[src/rtl/apb_regfile_slave.sv]
// APB completer with a small bank of 32-bit registers.
// Register 0 is a read-only ID word; the others are read/write.
// A programmable number of wait states is inserted before PREADY.
module apb_regfile_slave #(
    parameter int unsigned NREGS       = 8,
    parameter int unsigned WAIT_CYCLES = 0,
    parameter logic [31:0] BASE_ADDR   = 32'h0000_0000,
    parameter logic [31:0] ID_VALUE    = 32'hA9B0_0001
) (
    input  logic        i_clk,
    input  logic        i_reset_n,
    input  logic        PSELx,
    input  logic        PENABLE,
    input  logic [31:0] PADDR,
    input  logic        PWRITE,
    input  logic [31:0] PWDATA,
    output logic [31:0] PRDATA,
    output logic        PREADY,
    output logic        PSLVERR,
    output logic        o_wr_strobe,
    output logic [7:0]  o_wr_idx
);

    localparam int unsigned IW = $clog2(NREGS);

    typedef enum logic {
        ST_IDLE,
        ST_ACCESS
    } state_t;

    state_t          state;
    state_t          state_nxt;
    logic [3:0]      cnt;
    logic [3:0]      cnt_nxt;
    logic            ready;
    logic            complete;
    logic            commit;

    logic [IW-1:0]   idx;
    logic [7:0]      idx_ext;
    logic            misaligned;
    logic            in_range;
    logic            dec_err;
    logic [31:0]     rd_val;

    logic [31:0]     regs [NREGS];

    // Address decode and read mux; BASE_ADDR alignment lets the range test
    // reduce to an equality on the bits above the index field.
    always_comb begin
        idx        = PADDR[2 +: IW];
        misaligned = (PADDR[1:0] != 2'b00);
        in_range   = (PADDR[31:IW+2] == BASE_ADDR[31:IW+2]);
        dec_err    = misaligned || !in_range || (PWRITE && (idx == '0));
        rd_val     = (idx == '0) ? ID_VALUE : regs[idx];
        idx_ext    = '0;
        idx_ext[IW-1:0] = idx;
    end

    // State register and wait counter.
    always_ff @(posedge i_clk or negedge i_reset_n) begin
        if (!i_reset_n) begin
            state <= ST_IDLE;
            cnt   <= '0;
        end else begin
            state <= state_nxt;
            cnt   <= cnt_nxt;
        end
    end

    // Next-state logic: setup phase loads the wait count, access phase
    // counts down, then presents PREADY until PENABLE completes the transfer.
    always_comb begin
        state_nxt = state;
        cnt_nxt   = cnt;
        ready     = 1'b0;
        case (state)
            ST_IDLE: begin
                if (PSELx && !PENABLE) begin
                    state_nxt = ST_ACCESS;
                    cnt_nxt   = 4'(WAIT_CYCLES);
                end
            end
            ST_ACCESS: begin
                if (!PSELx) begin
                    state_nxt = ST_IDLE;
                    cnt_nxt   = '0;
                end else if (cnt != '0) begin
                    cnt_nxt = cnt - 4'd1;
                end else begin
                    ready = 1'b1;
                    if (PENABLE) begin
                        state_nxt = ST_IDLE;
                    end
                end
            end
            default: begin
                state_nxt = ST_IDLE;
                cnt_nxt   = '0;
            end
        endcase
    end

    // Completion-phase bus responses; everything is held at zero otherwise.
    always_comb begin
        complete = ready && PENABLE;
        commit   = complete && PWRITE && !dec_err;
        PREADY   = ready;
        PSLVERR  = complete && dec_err;
        PRDATA   = (complete && !PWRITE && !dec_err) ? rd_val : '0;
    end

    // Register bank; index 0 is never written and reads back as ID_VALUE.
    always_ff @(posedge i_clk or negedge i_reset_n) begin
        if (!i_reset_n) begin
            for (int unsigned i = 0; i < NREGS; i++) begin
                regs[i] <= '0;
            end
        end else if (commit) begin
            regs[idx] <= PWDATA;
        end
    end

    // Registered write notification, one cycle after the committing edge.
    always_ff @(posedge i_clk or negedge i_reset_n) begin
        if (!i_reset_n) begin
            o_wr_strobe <= 1'b0;
            o_wr_idx    <= '0;
        end else begin
            o_wr_strobe <= commit;
            if (commit) begin
                o_wr_idx <= idx_ext;
            end
        end
    end

endmodule

[config.mk]
export PLATFORM = sky130hd
export DESIGN_NAME = apb_regfile_slave
export DESIGN_NICKNAME = d
export VERILOG_FILES = /design/src/rtl/apb_regfile_slave.sv
export SDC_FILE = /design/constraint.sdc
export NUM_CORES = 1
export LEC_CHECK = 0
export BUFFER_PORTS_ARGS = -buffer_cell sky130_fd_sc_hd__buf_2
export CAP_MARGIN = 20
export CELL_PAD_IN_SITES_DETAIL_PLACEMENT = 1
export CELL_PAD_IN_SITES_GLOBAL_PLACEMENT = 1
export CORE_MARGIN = 2
export CORE_UTILIZATION = 40
export CTS_CLUSTER_SIZE = 40
export DETAILED_ROUTE_END_ITERATION = 10
export GPL_TIMING_DRIVEN = 0
export PLACE_DENSITY = 0.71
export SYNTH_ARGS = -nofsm -noshare
export SYNTH_HDL_FRONTEND = slang
export SYNTH_SLANG_ARGS = --single-unit
[constraint.sdc]
create_clock -name i_clk -period 2.9 [get_ports i_clk]
set_clock_uncertainty 0.15 [all_clocks]
set_input_delay 0.29 -clock i_clk [delete_from_list [all_inputs] [get_ports i_clk]]
set_output_delay 0.29 -clock i_clk [all_outputs]
set_load 0.02 [all_outputs]
# After elaboration in Yosys (flattened, before gate mapping)
# Index checks and enable logic that the tools add are counted.
# W data, S select, Z words.
# totals
reg_bits	265
inputBits	69
out_inout_bits	43
elab_cells	59
# classes
add_sub_neg	1
n_lt_le_gt_ge	2
n_eq_ne	2
mux	20
bitwise	2
n_reduce_logical	20
# ops
op	n
$bwmux W256	1
$mux W32	5
$bmux W32 S3	1
$demux W32 S3	1
$logic_not A27 Y1	1
$mux W4	3
$logic_and A1 B1 Y1	9
$pmux W4 S2	1
$mux W1	7
$ge A4 B4 Y1 const B	1
$logic_not A1 Y1	4
$lt A4 B1 Y1 const B	1
$not A3 Y4	1
$reduce_bool A4 Y1	1
$sub A4 B1 Y4 const B	1
$logic_not A3 Y1	1
$ne A3 B2 Y1 const B	1
$logic_or A1 B1 Y1	2
$ne A2 B2 Y1 const B	1
$pmux W1 S2	1
$reduce_and A2 Y1	1
$reduce_bool A2 Y1	1
$not A1 Y1	1

# Depth between registers and ports, before layout
# depth
depth_word	8
ltp_mapped	9

# Least setup slack after synthesis
# Ideal clock, no wire load.
# synth_path
path_type	reg2out
from	register cnt[0]
to	output port PRDATA[28]
t_arrival_ps	2218
required_time_ps	2460
slack_ps	242
stages_incl_launch_ff	10
path_buffers	3
path_cell_list	dfrtp_1 > inv_1 > ha_1 > nor3b_2 > clkbuf_8 > nand2_1 > or4_4 > buf_6 > buf_6 > a31oi_1
# synth_via
elab_chain_len	8
# synth_rtl
item	line	rtl
from (decl)	33	logic [3:0] cnt;
from (signal assigned)	67	cnt <= cnt_nxt;
$reduce_bool A4 Y1	88	end else if (cnt != '0) begin
$mux W1	88	
$mux W1	85	if (!PSELx) begin
$mux W1	77	case (state)
$logic_and A1 B1 Y1	106	complete = ready && PENABLE;
$logic_and A1 B1 Y1 (2 in a row)	110	PRDATA = (complete && !PWRITE && !dec_err) ? rd_val : '0;
$mux W32	110	
to (decl)	17	output logic [31:0] PRDATA,
# Every way passes these cells.

# Final worst setup path
# layout_path
from	register cnt[0]
to	output port PRDATA[8]
# The elaborated chain is that of the path after synthesis.

==> reports/qor.csv <==
stage;metric;value;unit
global_routing;grt_max_degree;118;
synthesis;async_flop_share;100.0;%
timing;fmax;0.3205;GHz
floorplan;dieWidth;176.3;µm
synthesis;synth-seq-cells;233;
synthesis;synth_ff_type;dfrtp_1;
route;drt_iter0_markers;472;
synthesis;synth_edf_count;0;
final_layout;final_layout_size_suffix_gt1_share;48.63;%
placed_design;gp_congestion;0.7452;
clock_tree;cts.sinks;233;
clock_tree;path_clk_slew;0.06;ns
worst_setup_path;reg2reg_to;regs[150]$_DFFE_PN0P_;
placed_design;place_ws;-0.2091;ns
final_layout;fillers;2882;
timing;slew_headroom;29.74;%
timing;setup_viol;32;
route;drtAntennaViolNets;0;
final_layout;seqCellArea;5831;µm²
timing;period_minus_slack;3.120;ns
status;status;complete, but fails checks;
pwr;p_int;0.005420;W
worst_setup_path;rrSetupSlack;0.25;ns
worst_setup_path;critical_path_required;2.46;ns
route;wire_per_inst;22.36;µm
synthesis;synth_top_area_cell;dfrtp_1;
synthesis;yosysTopAreaCellShare;49.08;%
timing;grt_setup_unrepaired;true;
hold_path;hold_start;PWRITE;
timing;worstMarginPinSlew;1.050;ns
clock_tree;clk_path_buf_depth;3;
route;drcViolationCount;0;
route;drt_pre_antenna_iters;4;
worst_setup_path;path_max_fanout;10;
hold_path;whs_path_depth;4;
clock_tree;h-tree-depth;1;
synthesis;syn_inst;791;
worst_setup_path;r2r-start;cnt[0]$_DFFE_PN0P_;
synthesis;syn_area_per_cell;15.02;µm²
clock_tree;cts_buffers;26;
synthesis;synth.yosys.warnings;0;
global_routing;grtUsageTotal;20.08;%
pwr;leakagePower;6.600;nW
clock_tree;worstSkewPairLatency;0.54;ns
status;failed_checks;negative setup slack;
final_layout;final_common_cell;dfrtp_1;
floorplan;die_h;176.3;µm
worst_setup_path;cp-start-kind;register;
final_layout;final_cell_mix;233 x dfrtp_1, 210 x mux2_4, 79 x buf_2, 48 x a22oi_1, 37 x buf_4;
floorplan;design.core.area;29400;µm²
clock_tree;root_buffer;clkbuf_16;
worst_setup_path;arrival;2.68;ns
floorplan;die_area;31090;µm²
global_routing;grt_pass1_wl;49180;µm
synthesis;seq_area_frac_synth;49.08;%
worst_setup_path;cp-end-kind;output port;
pwr;p_clk_share;48.4;%
timing;fin_crit_sh;107.6;%
synthesis;syn_area;11880;µm²
route;wirelength;30830;µm
global_routing;grt-ovfl-total;0;
final_layout;multi_input_area;5797;µm²
hold_path;holdPathEnd;o_wr_strobe$_DFF_PN0_;
placed_design;port_buffers;104;
route;routed-via-count;7394;
final_layout;nNetsFinal;1042;
final_layout;fin_util;49.70;%
timing;hold_violations;0;
hold_path;min_path_type;in2reg;
placed_design;dp_hpwl;19340;µm
global_routing;grt_antenna_before_repair;0;
run;drv_cap;0;
route;viasPerCell;5.362;
pwr;power_frac_seq;46.3;%
pwr;finalPower;0.007034;W
synthesis;synthSimpleGateAreaFrac;6.351;%
synthesis;synth_xor_area_share;0.07373;%
pwr;swShare;22.95;%
floorplan;row_count;63;
synthesis;synth-compound-area-share;7.794;%
synthesis;synth_top_family_by_area;multiplexers;
final_layout;syn_to_final_growth;23.00;%
pwr;combPwrFrac;5.4;%
synthesis;synth_cell_types;48;
floorplan;pin_count;112;
floorplan;initial_core_util;40.40;%
pwr;peakVddDrop;0.0004367;V
clock_tree;cts_tree;yes;
worst_setup_path;crit_type;reg2out;
pwr;power.density;481.4;nW/µm²
synthesis;synthMuxAreaShare;32.01;%
synthesis;synthAdderAreaFrac;0.1053;%
worst_setup_path;worstRegToRegCells;9;
global_routing;grt_pass1_vias;8427;
timing;slew_viol_final;0;
pwr;p_switching;0.001614;W
timing;finalWorstSetupSlack;-0.2202;ns
synthesis;synth.area.top_cells;dfrtp_1 49%, mux2_4 27%, a22oi_1 3.0%;
final_layout;insertedDiodeCount;0;
metrics by stage:
step	instance area, µm²	setup TNS [ns]	std cells	hold WS [ns]
2_1_floorplan	11890	0	795	-0.1556
3_3_place_gp	12900	-663.52	1289	0.3347
3_5_place_dp	12940	-3.082	1290	0.2986
4_1_cts	14560	-5.616	1379	0.01832
5_1_grt	14610	-7.835	1379	0.05084
6_report	14610	-5.259	1379	0.02388
worst max path at each step:
stage                        from                    to  slack [ns]
2_1_floorplan  cnt[0]$_DFFE_PN0P_            PRDATA[28]        0.24
3_3_place_gp            i_reset_n  regs[44]$_DFFE_PN0P_       -2.87
3_5_place_dp   cnt[0]$_DFFE_PN0P_             PRDATA[4]       -0.21
4_1_cts        cnt[1]$_DFFE_PN0P_             PRDATA[4]       -0.21
5_1_grt        cnt[0]$_DFFE_PN0P_            PRDATA[13]       -0.29
6_report       cnt[0]$_DFFE_PN0P_             PRDATA[8]       -0.22
flip-flops by register name (all words and copies together) (netlist names):
name         flops
state            1
o_wr_strobe      1
regs           224
cnt              4
o_wr_idx         3
cells by family after synthesis:
logic type,count (synthesis)
DFF,233
AOI/OAI and AO/OA,124
other,1
xor gates and xnor gates,1
buffers and inverters,69
muxes,265
adders and majority gates,1
and+or+nand+nor,97
critical path, cell delays in order, from the launching register on:
cell      delay, ns
dfrtp_1        0.40
inv_2          0.08
ha_4           0.13
nor3b_4        0.22
clkbuf_8       0.18
nand2_4        0.04
or4_4          0.50
buf_12         0.20
a31oi_2        0.20
buf_4          0.18
per-layer routing:
layer,part of all wire (%),up-vias,track usage [%],routed length (µm)
met3,3.5,50,2.864,1088
met5,0,-,0,0
met1,46,3913,27.69,14240
met4,2.4,0,4.924,729
li1,-,3295,-,-
met2,48,136,33.46,14780
area by class of cell:
| cell class | instances | share of cell area [%] |
|---|---|---|
| flip-flops and latches | 233 | 39.90 |
| multi-input cells | 493 | 39.67 |
| inverters | 6 | 0.1541 |
| repair buffers | 150 | 7.407 |
| clock inverters | 7 | 0.5994 |
| well taps | 390 | 3.340 |
| plain buffers | 62 | 3.537 |
| clock buffers | 38 | 5.386 |
power groups by stage:
stage                     sequential [W]  combinational (W)  clock, W
after floorplan                  0.00331           0.000120         0
after global placement           0.00331           0.000331         0
after global routing             0.00325           0.000414   0.00360
after CTS                        0.00325           0.000385   0.00346
final                            0.00325           0.000378   0.00340
after detailed placement         0.00331           0.000343         0
synthesized netlist by cell type (all sizes together) (2+ instances only):
master       instances
nor4                13
dfrtp              233
dlygate4sd1          3
or4                  2
a22oi               48
buf                 38
nand4                6
a31oi               24
nand2               34
o2bb2ai             24
nor2b                3
nor2                12
and4b                2
nand3                4
inv                  6
nor3                 3
mux2               229
a211o                5
o22ai                3
nand2b               5
a221oi               4
mux4                 6
a22o                 4
clkbuf              22
mux2i               30
and3                 3
a21oi                9
nor3b                5
timing repair:
action / in CTS / in global routing
pin swaps: 1 / 0
setup buffers: 9 / 0
endpoints found under the hold margin: 344 / 0
hold buffers: 36 / 0
gates resized for setup: 67 / 12
endpoints found under the setup margin: 32 / 32
Note: power is estimated with default switching activity, not from simulation.
